--- config.mk ---
export PLATFORM = sky130hd
export DESIGN_NAME = alu_stream
export DESIGN_NICKNAME = d
export VERILOG_FILES = /design/src/rtl/alu_stream_pkg.sv /design/src/rtl/alu_core.sv /design/src/rtl/alu_stream.sv
export SDC_FILE = /design/constraint.sdc
export NUM_CORES = 1
export LEC_CHECK = 0
export CORE_UTILIZATION = 25
export DETAILED_ROUTE_END_ITERATION = 8
export DONT_BUFFER_PORTS = 1
export GPL_ROUTABILITY_DRIVEN = 0
export PLACE_DENSITY = 0.34
export SETUP_SLACK_MARGIN = 0.15
export SYNTH_ARGS = -nofsm -noshare
export SYNTH_HDL_FRONTEND = slang
export SYNTH_HIERARCHICAL = 1
export SYNTH_SLANG_ARGS = --single-unit
export TNS_END_PERCENT = 50
--- constraint.sdc ---
create_clock -name clk -period 5 [get_ports clk]
set_input_delay 0.25 -clock clk [delete_from_list [all_inputs] [get_ports clk]]
set_output_delay 0.25 -clock clk [all_outputs]
set_load 0.01 [all_outputs]
--- src/rtl/alu_stream_pkg.sv ---
// Shared opcodes, FSM state encoding and the sign-aware compare helper
// used by alu_stream and alu_core.
package alu_stream_pkg;

  localparam logic [3:0] OP_ADD    = 4'b0010;
  localparam logic [3:0] OP_XOR    = 4'b0011;
  localparam logic [3:0] OP_MIN    = 4'b0100;
  localparam logic [3:0] OP_MINALL = 4'b0111;

  typedef enum logic [1:0] {
    ST_IDLE  = 2'd0,
    ST_ACCUM = 2'd1,
    ST_HOLD  = 2'd2
  } state_t;

  // Operands are zero-extended into this width by the caller; WIDTH must not exceed it.
  localparam int CMP_W = 64;

  // x < y over the low w bits. A signed order equals the unsigned order
  // once the sign bits are inverted, so one comparator serves both modes.
  function automatic logic is_less(input logic [CMP_W-1:0] x,
                                   input logic [CMP_W-1:0] y,
                                   input int               w,
                                   input logic             sgn);
    logic [CMP_W-1:0] flip;
    flip = sgn ? (CMP_W'(1) << (w - 1)) : '0;
    return (x ^ flip) < (y ^ flip);
  endfunction

endpackage

--- src/rtl/alu_core.sv ---
// Combinational ADD/XOR/MIN datapath with unsupported-opcode flag; shared
// by first beats and by the MINALL accumulate path (a = accumulator).
module alu_core
  import alu_stream_pkg::*;
#(
  parameter int WIDTH  = 16,
  parameter bit SIGNED = 1'b0
) (
  input  logic [WIDTH-1:0] a,
  input  logic [WIDTH-1:0] b,
  input  logic [3:0]       ins,
  output logic [WIDTH-1:0] result,
  output logic             carry,
  output logic             err
);

  logic [WIDTH:0] sum;

  always_comb begin
    result = '0;
    carry  = 1'b0;
    err    = 1'b0;
    sum    = {1'b0, a} + {1'b0, b};
    case (ins)
      OP_ADD: {carry, result} = sum;
      OP_XOR: result = a ^ b;
      // Ties keep a, so the earlier element wins.
      OP_MIN: result = is_less(CMP_W'(b), CMP_W'(a), WIDTH, SIGNED) ? b : a;
      default: err = 1'b1;
    endcase
  end

endmodule

--- src/rtl/alu_stream.sv ---
// Handshaked ALU: registered pairwise ops plus a multi-beat MINALL reduction
// returning the minimum and the index of its first occurrence.
//
//   state    | meaning
//   ST_IDLE  | no result pending, waiting for a first beat
//   ST_ACCUM | MINALL stream in progress, accumulator holds running min
//   ST_HOLD  | result presented on out_*, waiting for out_ready
module alu_stream
  import alu_stream_pkg::*;
#(
  parameter int WIDTH  = 16,
  parameter int CNT_W  = 8,
  parameter bit SIGNED = 1'b0
) (
  input  logic             clk,
  input  logic             rst_n,
  input  logic             in_valid,
  output logic             in_ready,
  input  logic [3:0]       in_ins,
  input  logic [WIDTH-1:0] in_a,
  input  logic [WIDTH-1:0] in_b,
  input  logic             in_last,
  output logic             out_valid,
  input  logic             out_ready,
  output logic [WIDTH-1:0] out_data,
  output logic [CNT_W-1:0] out_idx,
  output logic             out_carry,
  output logic             out_err
);

  // Pre-increment count of the beat that brings the count to 2^CNT_W-1.
  localparam logic [CNT_W-1:0] CNT_TRUNC = {{(CNT_W-1){1'b1}}, 1'b0};

  state_t           state, state_nxt;
  logic [WIDTH-1:0] acc, acc_nxt;
  logic [CNT_W-1:0] idx, idx_nxt;
  logic [CNT_W-1:0] cnt, cnt_nxt;
  logic [WIDTH-1:0] data_nxt;
  logic [CNT_W-1:0] out_idx_nxt;
  logic             carry_nxt;
  logic             err_nxt;

  logic [WIDTH-1:0] core_a;
  logic [3:0]       core_ins;
  logic [WIDTH-1:0] core_res;
  logic             core_carry;
  logic             core_err;
  logic             take_b;
  logic             accept;

  assign out_valid = (state == ST_HOLD);
  assign in_ready  = ~out_valid | out_ready;
  assign accept    = in_valid & in_ready;

  // MINALL reuses the pairwise MIN; during a stream operand A is the accumulator.
  assign core_a   = (state == ST_ACCUM) ? acc : in_a;
  assign core_ins = ((state == ST_ACCUM) || (in_ins == OP_MINALL)) ? OP_MIN : in_ins;
  assign take_b   = is_less(CMP_W'(in_b), CMP_W'(core_a), WIDTH, SIGNED);

  alu_core #(
    .WIDTH  (WIDTH),
    .SIGNED (SIGNED)
  ) u_core (
    .a      (core_a),
    .b      (in_b),
    .ins    (core_ins),
    .result (core_res),
    .carry  (core_carry),
    .err    (core_err)
  );

  always_comb begin
    state_nxt   = state;
    acc_nxt     = acc;
    idx_nxt     = idx;
    cnt_nxt     = cnt;
    data_nxt    = out_data;
    out_idx_nxt = out_idx;
    carry_nxt   = out_carry;
    err_nxt     = out_err;
    case (state)
      ST_ACCUM: begin
        if (in_valid) begin
          acc_nxt = core_res;
          idx_nxt = take_b ? (cnt + CNT_W'(1)) : idx;
          cnt_nxt = cnt + CNT_W'(1);
          if (in_last || (cnt == CNT_TRUNC)) begin
            state_nxt   = ST_HOLD;
            data_nxt    = core_res;
            out_idx_nxt = idx_nxt;
            carry_nxt   = 1'b0;
            err_nxt     = ~in_last;
            acc_nxt     = '0;
            idx_nxt     = '0;
            cnt_nxt     = '0;
          end
        end
      end
      ST_IDLE, ST_HOLD: begin
        if ((state == ST_HOLD) && out_ready) state_nxt = ST_IDLE;
        // A first beat is also taken from HOLD in the cycle the result drains.
        if (accept) begin
          if ((in_ins == OP_MINALL) && !in_last) begin
            state_nxt = ST_ACCUM;
            acc_nxt   = core_res;
            idx_nxt   = take_b ? CNT_W'(1) : '0;
            cnt_nxt   = CNT_W'(1);
          end else begin
            state_nxt   = ST_HOLD;
            data_nxt    = core_res;
            carry_nxt   = core_carry;
            err_nxt     = core_err;
            out_idx_nxt = ((in_ins == OP_MINALL) && take_b) ? CNT_W'(1) : '0;
          end
        end
      end
      default: state_nxt = ST_IDLE;
    endcase
  end

  always_ff @(posedge clk or negedge rst_n) begin
    if (!rst_n) begin
      state     <= ST_IDLE;
      acc       <= '0;
      idx       <= '0;
      cnt       <= '0;
      out_data  <= '0;
      out_idx   <= '0;
      out_carry <= 1'b0;
      out_err   <= 1'b0;
    end else begin
      state     <= state_nxt;
      acc       <= acc_nxt;
      idx       <= idx_nxt;
      cnt       <= cnt_nxt;
      out_data  <= data_nxt;
      out_idx   <= out_idx_nxt;
      out_carry <= carry_nxt;
      out_err   <= err_nxt;
    end
  end

endmodule
# Yosys cells after proc, flatten, opt, wreduce, memory -nomap -nowiden
# Cells that the tools add are included.
[classes] bitwise_logic=5 addsub=2 eq_ne=13 n_lt_le_gt_ge=1 reduce_logical=13 n_mux=50
[op_table] operator="two-way mux 16 bit" count=10
[op_table] operator="two-way mux 8 bit" count=13
[op_table] operator="case mux 16 bit (2 select lines)" count=2
[op_table] operator="case mux 16 bit (3 select lines)" count=1
[op_table] operator="case mux 8 bit (2 select lines)" count=3
[op_table] operator="adder 16 x 16 -> 17 bit" count=1
[op_table] operator="< comparator 16 bit" count=1
[op_table] operator="XOR 16 bit" count=1
[op_table] operator="two-way mux 1 bit" count=12
[op_table] operator="two-way mux 2 bit" count=5
[op_table] operator="adder 8 x 1 -> 8 bit, second input constant" count=1
[op_table] operator="equality test 4 x 2 -> 1 bit, second input constant" count=2
[op_table] operator="equality test 4 x 3 -> 1 bit, second input constant" count=2
[op_table] operator="equality test 8 bit, second input constant" count=1
[op_table] operator="!= test 2 bit, second input constant" count=4
[op_table] operator="AND reduction 5 bit" count=1
[op_table] operator="two-way mux 4 bit" count=1
[op_table] operator="case mux 1 bit (2 select lines)" count=2
[op_table] operator="case mux 2 bit (2 select lines)" count=1
[op_table] operator="AND reduction 4 bit" count=1
[op_table] operator="logical AND 1 bit" count=3
[op_table] operator="!= test 3 bit, second input constant" count=1
[op_table] operator="AND reduction 3 bit" count=1
[op_table] operator="OR reduction 3 bit" count=1
[op_table] operator="11 further kinds" count=13
[word_totals] elab_cells=92 inputBits=41 regBits=60 output_inout_bits=28

# Logic depth before layout (Yosys ltp)
# Gate-level depths: netlist of run 1.
[depth] word_depth=9 ltp_mapped=18 depth_no_buf=13

# Hierarchy
# Netlist of run 1, hierarchy kept.
[by_module_without_submodules] mod="alu_stream" area_each_um2=3239.4 cells_each=293 seq_area_each_um2=1501.4 n_inst=1
[by_module_without_submodules] mod="alu_core" area_each_um2=1671.6 cells_each=231 seq_area_each_um2=0.0 n_inst=1

# Least setup slack after synthesis of run 1
# Ideal clock, no wire load.
[synth_timing] path_kind="register to register" start="register state[0]" end="register out_data[3]" n_path_buf=6 setup_ps=125 t_required_ps=4875 period_less_slack_ps=3641 t_arrival_ps=3516 slack_ps=1359 path_stages_with_launch=19 path_cell_list="dfrtp_1 clkbuf_1 nor2b_1 buf_2 buf_2 mux2i_1 inv_1 inv_1 ha_1 buf_4 a21oi_1 o21bai_1 a21oi_1 or4b_1 buf_6 buf_12 mux2i_1 o22ai_1 mux2_2"
[synth_between] elab_chain_len=8 word_cells_on_any_way=29 cone_classes="add/sub: 1; order compare: 1; eq/ne: 9; mux: 9; bitwise: 4; reduce/logical: 5"
[synth_rtl] item="start: declaration" line="alu_stream.sv:34" text="state_t state, state_nxt;"
[synth_rtl] item="start signal: assignment" line="alu_stream.sv:132" text="state <= state_nxt;"
[synth_rtl] item="equality test 2 x 1 -> 1 bit (*)" line="alu_stream.sv:56" text="assign core_a = (state == ST_ACCUM) ? acc : in_a;"
[synth_rtl] item="two-way mux 16 bit (*)" line="alu_stream.sv:56"
[synth_rtl] item="named net core_a[13]" line="alu_stream.sv:43" text="logic [WIDTH-1:0] core_a;"
[synth_rtl] item="< comparator 16 bit (*)" line="alu_stream_pkg.sv:27" text="return (x ^ flip) < (y ^ flip);"
[synth_rtl] item="two-way mux 16 bit (*)" line="alu_core.sv:28" text="OP_MIN: result = is_less(CMP_W'(b), CMP_W'(a), WIDTH, SIGNED) ? b : a;"
[synth_rtl] item="case mux 16 bit (3 select lines) (*)" line="alu_core.sv:24" text="case (ins)"
[synth_rtl] item="named net core_res[3]" line="alu_stream.sv:45" text="logic [WIDTH-1:0] core_res;"
[synth_rtl] item="two-way mux 16 bit (on tied branches)" line="alu_stream.sv:103, alu_stream.sv:87"
[synth_rtl] item="two-way mux 16 bit (on tied branches)" line="alu_stream.sv:102, alu_stream.sv:83"
[synth_rtl] item="case mux 16 bit (2 select lines) (*)" line="alu_stream.sv:81" text="case (state)"
[synth_rtl] item="end signal: assignment" line="alu_stream.sv:136" text="out_data <= data_nxt;"
[synth_rtl] item="end: declaration" line="alu_stream.sv:25" text="output logic [WIDTH-1:0] out_data,"
# The timed path passes the listed nets; every way through them passes the cells marked *. The select of a mux whose other input is x is not followed.
# A chain may end at the register's enable or synchronous reset.

# Final worst setup path of run 1
[layout_timing] start="register state[0]" end="register out_data[9]"
# Same word-level chain as after synthesis.

==> out/qor.yml, run 1 <==
wirelength_um: 15900
power_density_mw_per_mm2: 293
start_util_pct: 25.9
syn_nets: 615
drive_gt1_share_pct: 10.7
cp_cell_sequence: "nor2b_1 -> buf_4 -> mux2i_1 -> inv_1 -> inv_1 -> ha_1 -> nand4_1 -> a2111oi_0 -> or4b_1 -> mux2i_1 -> o22ai_1 -> mux2_2"
wl_per_cell_um: 20.4
ys_seq_area_share_pct: 30.6
slew_viol_final: 0
cts_num_sinks: 60
power.leakage_uw: 0.00249
htreeDepth: 3
crit_path_start_kind: "register"
portBuffers: 0
critical_path.max_stage_delay_ns: 0.83
tns_ns: 0
rsz0062_at_grt: "no"
synthArstFlopShare_pct: 100
cp_slowest_cell: "or4b_1"
cts_setup_buffers: 0
synth-seq-cells: 60
viasPerCell: 5.03
synth_most_common_cell: "dfrtp_1"
clockRootBuffer: "clkbuf_16"
hpwl_um: 12200
io_pins: 69
slew_headroom_pct: 24.5
tightest_slew_ns: 1.13
fin_crit_sh_pct: 88.0
syn_area_sq_mm: 0.00491
status: "completed"
hold_start: "in_valid"
avgSynthCellArea_sq_um: 9.37
crit_type: "reg2reg"
gr-total-overflow: 0
synth_flop_cell: "dfrtp_1"
grt_antenna_before_repair: 1
rows: 50
cap_violations: 0
netlist_top_cells_area: "dfrtp_1 (31%), ha_1 (12%), mux2i_1 (5.1%)"
die_x_um: 142
required_ns: 5.21
finalSetupViolCount: 0
end_kind: "register"
synthTopCellsByCount: "dfrtp_1 (60), ha_1 (49), inv_1 (45)"
synth_cells: 524
clk_pin_slew_ns: 0.05
skew_ns: 0.00830
yosysWarningCount: 6
drc_errors: 0
clk_latency_ns: 0.33
grt_max_degree: 61
layout_min_cycle_time_ns: 4.40
core_sq_mm: 0.0190
grt_pass1_wl_um: 24800
min_path_type: "in2reg"
holdWs_ns: 0.167
cts_buffers: 9
critPathMaxFanout: 16
die-area_sq_mm: 0.0202
vias: 3936
gr-usage-all-layers_pct: 16.4
crit_start: "state[0]"
arrival_ns: 4.61
synth_cell_types: 66
area_growth_pct: 11.5
netlist.area_leader.share_pct: 30.6
cts_buffer_depth: 2
clock.fmax_ghz: 0.227
r2r_start: "state[0]"
die_h_um: 142
synth_edf_count: 0
ir_drop_v: 0.000179
cts_tree: "yes"
fin_nets: 607
grt_pass1_vias: 4085
first_iter_violations: 286
drt-pass1-iter-count: 4
yosysTopAreaCell: "dfrtp_1"
antenna_left: 0
hold_viol: 0
final cells by class:
cell class,count,area (sq um)
inverters,45,169
fillers,2007,13500
repair buffers,6,67.6
flip-flops and latches,60,1500
clock inverters,3,67.6
multi-input cells,394,3070
diodes,1,2.50
well taps,260,325
clock buffers,13,270
power breakdown:
group	switching (uW)	total (uW)	internal, uW
clock	227	704	477
combinational	195	333	138
sequential	43.7	568	524
layer usage:
layer / global-route usage (%) / vias to the layer above / part of all wire (%)
met1: 22.4 / 1908 / 48
li1: - / 1917 / -
met3: 5.48 / 11 / 7.5
met5: 0 / - / 0
met2: 25.1 / 100 / 44
met4: 2.94 / 0 / 0.89
registers in the layout (all words and copies together) (netlist names):
signal     cells
acc           16
out_data      16
cnt            8
idx            8
out_idx        8
state          2
out_carry      1
out_err        1
cells by family after synthesis:
logic type / after synthesis / share of synthesized area [%]
AOI/OAI and AO/OA: 148 / 22.1
and+or+nand+nor: 132 / 13.8
buffers and inverters: 70 / 7.26
DFF: 60 / 30.6
adders and majority gates: 50 / 12.9
muxes: 47 / 10.3
xor gates and xnor gates: 17 / 3.03
path summary, 6_finish.rpt:
path / endpoint / slack, ns / cells past startpoint
max: out_data[9] / 0.60 / 12
max reg2reg: out_data[9] / 0.60 / 12
max in group asynchronous: out_idx[2] / 4.23 / 2
min reg2reg: idx[2] / 0.49 / 1
min: cnt[0] / 0.17 / 2
min in group asynchronous: out_data[14] / 0.45 / 2
timing repair:
| item | CTS | global route |
|---|---|---|
| hold endpoints to repair | 60 | 0 |
| hold buffers | 2 | 0 |
| resized for setup | 0 | 0 |
critical path: cells and delay by family (launching register included):
kind	cells	cell delay, ns
simple gates	3	1.26
compound gates	2	0.65
buf+inv	3	0.46
flops	1	0.60
fa+ha+maj	1	0.36
mux	3	0.95
placed cells by master, fill, tap and decap left out, types with 3 or more instances in the layout:
master,count
clkbuf_8,3
nor3_1,4
o22ai_1,13
o21bai_1,3
o21ai_0,29
ha_1,49
a211oi_1,5
mux2_2,20
clkbuf_16,9
and2_1,3
xnor2_1,10
buf_4,4
nand2_1,41
xor2_1,7
inv_1,45
a21oi_1,20
o2bb2ai_1,7
and3_1,4
a22o_1,16
nand3_1,19
mux2i_1,25
o31ai_1,6
nor4_1,3
nor2b_1,11
o2111ai_1,3
nand4_1,10
dfrtp_1,60
a32o_1,8
nor2_1,22
o211ai_1,7
a21o_1,12
through the flow:
step / area [sq um] / std cells / setup WS [ns] / utilization (%) / power [uW]
5_1_grt: 5470 / 781 / 0.262 / 28.9 / 1690
6_report: 5480 / 782 / 0.599 / 28.9 / 1610
2_1_floorplan: 4910 / 524 / 1.36 / - / 822
3_5_place_dp: 5100 / 763 / 0.620 / 26.9 / 897
3_3_place_gp: 5100 / 763 / 0.732 / 26.9 / 898
4_1_cts: 5470 / 781 / 0.607 / 28.9 / 1630
No activity file was read; power rests on OpenSTA's default activity.
==> run 2, diff against run 1 <==
--- a/config.mk
+++ b/config.mk
@@ -5,6 +5,7 @@
 export SDC_FILE = /design/constraint.sdc
 export NUM_CORES = 1
 export LEC_CHECK = 0
+export CORE_ASPECT_RATIO = 1.1
 export CORE_UTILIZATION = 25
 export DETAILED_ROUTE_END_ITERATION = 8
 export DONT_BUFFER_PORTS = 1
==> run 2 against run 1 <==
  * Clock skew increased by 0.0014 ns
  * Wire length fell by 0.87%
  * Cell count decreased by 1.4%
  * Combinational power increased by 2%
  * Global-route usage down 0.22 points
  * Cell area shrank 0.50%
  * Via count is 1.1% higher
  * Critical path depth up 1
  * Clock power fell by 5.8%
  * Count of clock-buffer cells in the layout shrank 2
  * Register-to-register slack improved by 0.04 ns
  * Core utilization fell by 0.46 points
  * Critical endpoint is now out_data[6]
  * Largest power group unchanged
==> out/qor.yml, run 2 (synthesis gave the netlist of run 1 again) <==
status: "completed"
slew_headroom_pct: 32.4  # +7.9 points
wl_per_cell_um: 20.5  # +0.55%
p_switching_uw: 458  # -1.6%
power_density_mw_per_mm2: 288  # -1.8%
p_seq_share_pct: 36.2  # +0.8 points
arrival_ns: 4.55  # -0.06 ns
grt_max_degree: 61  # unchanged
clkPwrFrac_pct: 42.2  # -1.7 points
tns_ns: 0  # unchanged
htreeDepth: 3  # unchanged
drc_errors: 0  # unchanged
layout_common_cells: "dfrtp_1 (60), ha_1 (49), inv_1 (45)"
hold_start: "in_valid"
wirelength_um: 15800  # -0.87%
grt_antenna_before_repair: 0  # -1
r2r_start: "state[0]"
hold_viol: 0  # unchanged
min_path_type: "in2reg"
viasPerCell: 5.16  # +2.6%
top_regs: "acc: 16 flops, out_data: 16 flops"
gr-usage-all-layers_pct: 16.1  # -0.22 points
grt_pass1_wl_um: 24300  # -2.0%
antenna_left: 0  # unchanged
grt_pass1_vias: 4034  # -1.2%
ir_drop_v: 0.000156  # -12%
cts_buffer_depth: 2  # unchanged
area_growth_pct: 11.0
crit_start: "state[0]"
drive_gt1_share_pct: 11.3  # +0.51 points
hold_depth: 2  # unchanged
rows: 53  # +6.0%
final_common_cell: "dfrtp_1"
slew_viol_final: 0  # unchanged
vias: 3980  # +1.1%
power.leakage_uw: 0.00250  # +0.38%
skew_ns: 0.00965  # +0.00135 ns
post-route-util_pct: 28.4  # -0.46 points
power_frac_comb_pct: 21.6  # +0.8 points
hpwl_um: 12200  # about the same
start_util_pct: 25.6  # -0.28 points
fin_crit_sh_pct: 87.1  # -0.90 points
die_x_um: 136  # -4.6%
tightest_slew_ns: 1.01  # -0.113 ns
finalSetupViolCount: 0  # unchanged
crit_type: "reg2reg"
die-area_sq_mm: 0.0202  # about the same
drt-pass1-iter-count: 4  # unchanged
fin_nets: 610  # +0.49%
cap_violations: 0  # unchanged
die_h_um: 149  # +4.8%
power_switching_share_pct: 29.2  # +0.22 points
diodes: 0  # -1
crit_path_start_kind: "register"
clockRootBuffer: "clkbuf_16"
cts_buffers: 9  # unchanged
critPathMaxFanout: 16  # unchanged
rsz0062_at_grt: "no"
core_sq_mm: 0.0192  # +1.1%
clock.fmax_ghz: 0.230  # +1.0%
clk_pin_slew_ns: 0.05  # about the same
cts_tree: "yes"
worstRegToRegCells: 13  # +1
required_ns: 5.20  # about the same
internal-power_uw: 1110  # -2.6%
first_iter_violations: 208  # -27%
io_pins: 69  # unchanged
cts_num_sinks: 60  # unchanged
layout_min_cycle_time_ns: 4.36  # -0.0448 ns
gr-total-overflow: 0  # unchanged
clk_latency_ns: 0.32  # about the same
end_kind: "register"
portBuffers: 0  # unchanged
## run 2: area by class of cell
class	instances	area, sq um
clock buffers	11	243
clock inverters	5	75.1
fillers	2000	13700
inverters	45	169
multi-input cells	394	3060
flip-flops and latches	60	1500
well taps	247	309
repair buffers	9	90.1
## run 2: layer usage
| layer | up-vias | global-route usage [%] | wire, um |
|---|---|---|---|
| met5 | - | 0 | 0 |
| met4 | 0 | 5.06 | 252 |
| met3 | 13 | 3.36 | 779 |
| met2 | 83 | 26.6 | 7470 |
| met1 | 1974 | 21.0 | 7290 |
| li1 | 1910 | - | - |
## run 2: power groups by stage
stage / Clock (uW) / Sequential (uW) / Combinational, uW
finish: 663 / 567 / 339
global route: 702 / 573 / 377
CTS: 685 / 569 / 340
detailed placement: 0 / 577 / 324
global placement: 0 / 577 / 326
floorplan: 0 / 562 / 260
## run 2: worst paths after layout
kind | slack [ns] | end
min in group asynchronous | 0.47 | out_data[10]
setup reg to reg | 0.64 | out_data[6]
max in group asynchronous | 4.26 | out_data[0]
setup / recovery | 0.64 | out_data[6]
hold / removal | 0.17 | cnt[0]
hold reg to reg | 0.49 | idx[3]
## run 2: per-stage QoR
stage | hold slack [ns] | instance area, sq um | worst slack (ns) | total power [uW] | cells
6_report | 0.167 | 5450 | 0.644 | 1570 | 771
5_1_grt | 0.176 | 5450 | 0.269 | 1650 | 771
4_1_cts | 0.156 | 5450 | 0.648 | 1590 | 771
3_5_place_dp | -0.0446 | 5090 | 0.666 | 901 | 753
3_3_place_gp | -0.0443 | 5090 | 0.655 | 903 | 753
2_1_floorplan | -0.0456 | 4910 | 1.36 | 822 | 524
## run 2: what timing repair did
action | in CTS | in global routing
setup buffers | 0 | 0
setup endpoints to repair | 0 | 0
hold endpoints to repair | 60 | 0
gates resized for setup | 0 | 0
hold buffers | 2 | 0
## run 2: critical path, stage by stage (launching register included)
cell and delay, ns:
dfrtp_1 0.31, buf_4 0.18, nor2b_2 0.52, buf_4 0.29, mux2i_1 0.31, inv_1 0.13
inv_1 0.08, ha_1 0.30, nand4_1 0.13, a2111oi_0 0.36, or4b_1 0.84, mux2i_1 0.28
o22ai_1 0.17, mux2_2 0.32
==> run 3, diff against run 2 <==
--- a/config.mk
+++ b/config.mk
@@ -10,6 +10,7 @@
 export DETAILED_ROUTE_END_ITERATION = 8
 export DONT_BUFFER_PORTS = 1
 export GPL_ROUTABILITY_DRIVEN = 0
+export MAX_ROUTING_LAYER = met4
 export PLACE_DENSITY = 0.34
 export SETUP_SLACK_MARGIN = 0.15
 export SYNTH_ARGS = -nofsm -noshare
==> run 3 against run 2 <==
  * Critical path depth unchanged
  * Register-to-register slack better by 0.02 ns
  * Sequential cell count unchanged
  * Largest power group unchanged
==> out/qor.yml, run 3 (synthesis gave the netlist of run 1 again) <==
portBuffers: 0  # unchanged
final_common_cell: "dfrtp_1"
layout_min_cycle_time_ns: 4.34  # -0.0165 ns
cts_tree: "yes"
min_path_type: "in2reg"
power_frac_comb_pct: 21.6  # about the same
arrival_ns: 4.54  # about the same
cts_buffers: 9  # unchanged
cap_violations: 0  # unchanged
vias: 3954  # -0.65%
power.leakage_uw: 0.00250  # unchanged
skew_ns: 0.00885  # -0.000794 ns
tns_ns: 0  # unchanged
wl_per_cell_um: 20.5  # +0.10%
grt_pass1_vias: 4033  # -0.025%
viasPerCell: 5.13  # -0.65%
wirelength_um: 15800  # +0.10%
cts_setup_buffers: 0  # unchanged
ctsResizeCount: 0  # unchanged
slew_viol_final: 0  # unchanged
drt-pass1-iter-count: 4  # unchanged
slew_headroom_pct: 33.4  # +1.1 points
rows: 53  # unchanged
finalSetupViolCount: 0  # unchanged
fin_crit_sh_pct: 86.8  # -0.33 points
area_growth_pct: 11.0  # unchanged
drive_gt1_share_pct: 11.3  # unchanged
start_util_pct: 25.6  # unchanged
gr-total-overflow: 0  # unchanged
crit_type: "reg2reg"
power_density_mw_per_mm2: 288  # about the same
die_x_um: 136  # unchanged
gr-usage-all-layers_pct: 16.6  # +0.48 points
grt_pass1_wl_um: 24300  # unchanged
drc_errors: 0  # unchanged
die-area_sq_mm: 0.0202  # unchanged
clk_pin_slew_ns: 0.05  # about the same
fin_nets: 610  # unchanged
htreeDepth: 3  # unchanged
r2r_start: "state[0]"
hold_viol: 0  # unchanged
clockRootBuffer: "clkbuf_16"
first_iter_violations: 229  # +10%
critPathMaxFanout: 16  # unchanged
clk_latency_ns: 0.32  # about the same
cts_num_sinks: 60  # unchanged
internal-power_uw: 1110  # about the same
cts_buffer_depth: 2  # unchanged
crit_start: "state[0]"
io_pins: 69  # unchanged
hpwl_um: 12200  # unchanged
p_seq_share_pct: 36.2  # about the same
tightest_slew_ns: 0.999  # -0.0158 ns
ir_drop_v: 0.000156  # -0.16%
p_switching_uw: 457  # -0.18%
worstSetupEndpoint: "out_data[6]"
core_sq_mm: 0.0192  # unchanged
die_h_um: 149  # unchanged
reg2reg_to: "out_data[6]"
r2r_slack_ns: 0.66  # +0.02 ns
clock.fmax_ghz: 0.230  # +0.38%
top_regs: "acc: 16 flops, out_data: 16 flops"
diodes: 0  # unchanged
layout_common_cells: "dfrtp_1 (60), ha_1 (49), inv_1 (45)"
end_kind: "register"
clkPwrFrac_pct: 42.2  # about the same
grt_antenna_before_repair: 0  # unchanged
antenna_left: 0  # unchanged
rsz0062_at_grt: "no"
status: "completed"
worstRegToRegCells: 13  # unchanged
holdWs_ns: 0.166  # -0.000645 ns
required_ns: 5.20  # about the same
grt_max_degree: 61  # unchanged
crit_path_start_kind: "register"
power_switching_share_pct: 29.2  # -0.037 points
run 3: cell counts in the layout (fill, tap and decap cells not counted):
Identical to the previous run, type by type.
run 3: final cells by class:
cell class | count | area [sq um]
Clock buffer | 11 | 243
Clock inverter | 5 | 75.1
Fill cell | 2000 | 13700
Inverter | 45 | 169
Multi-Input combinational cell | 394 | 3060
Sequential cell | 60 | 1500
Tap cell | 247 | 309
Timing Repair Buffer | 9 | 90.1
run 3: what timing repair did:
| action | CTS | global route |
|---|---|---|
| hold buffers | 2 | 0 |
| setup endpoints to repair | 0 | 0 |
| hold endpoints to repair | 60 | 0 |
run 3: worst max-delay path, cell delays in order, from the launching register on:
cell and delay (ns):
dfrtp_1 0.31, buf_4 0.18, nor2b_2 0.52, buf_4 0.29
mux2i_1 0.31, inv_1 0.13, inv_1 0.08, ha_1 0.29
nand4_1 0.13, a2111oi_0 0.36, or4b_1 0.83, mux2i_1 0.28
o22ai_1 0.17, mux2_2 0.32
run 3: power groups by stage:
| stage | registers, uW | clock network [uW] | logic, uW |
|---|---|---|---|
| 3_3_place_gp | 577 | 0 | 326 |
| 2_1_floorplan | 562 | 0 | 260 |
| 4_1_cts | 569 | 685 | 340 |
| 3_5_place_dp | 577 | 0 | 324 |
| 5_1_grt | 573 | 703 | 377 |
| 6_report | 567 | 662 | 338 |
run 3: through the flow:
stage | setup slack, ns | area (sq um) | instances | util [%] | total power, uW
after CTS | 0.648 | 5450 | 771 | 28.4 | 1590
after global routing | 0.269 | 5450 | 771 | 28.4 | 1650
after floorplan | 1.36 | 4910 | 524 | - | 822
after detailed placement | 0.666 | 5090 | 753 | 26.6 | 901
final | 0.661 | 5450 | 771 | 28.4 | 1570
after global placement | 0.655 | 5090 | 753 | 26.6 | 903
run 3: routing by layer:
metal  vias to the layer above  wire length, um  global-route usage [%]
met4                         0              259                    5.06
met3                        15              730                    3.36
met1                      1970             7360                    20.9
met2                        59             7450                    26.6
met5                         -                0                       -
li1                       1910                -                       -
run 3: worst min-delay path by stage:
| stage | from | to | depth (start not counted) |
|---|---|---|---|
| CTS | in_valid | cnt[0] | 2 |
| finish | in_valid | cnt[0] | 2 |
| detailed placement | rst_n | out_data[10] | 0 |
| floorplan | rst_n | acc[0] | 0 |
| global placement | rst_n | out_data[10] | 0 |
| global route | in_valid | cnt[0] | 2 |
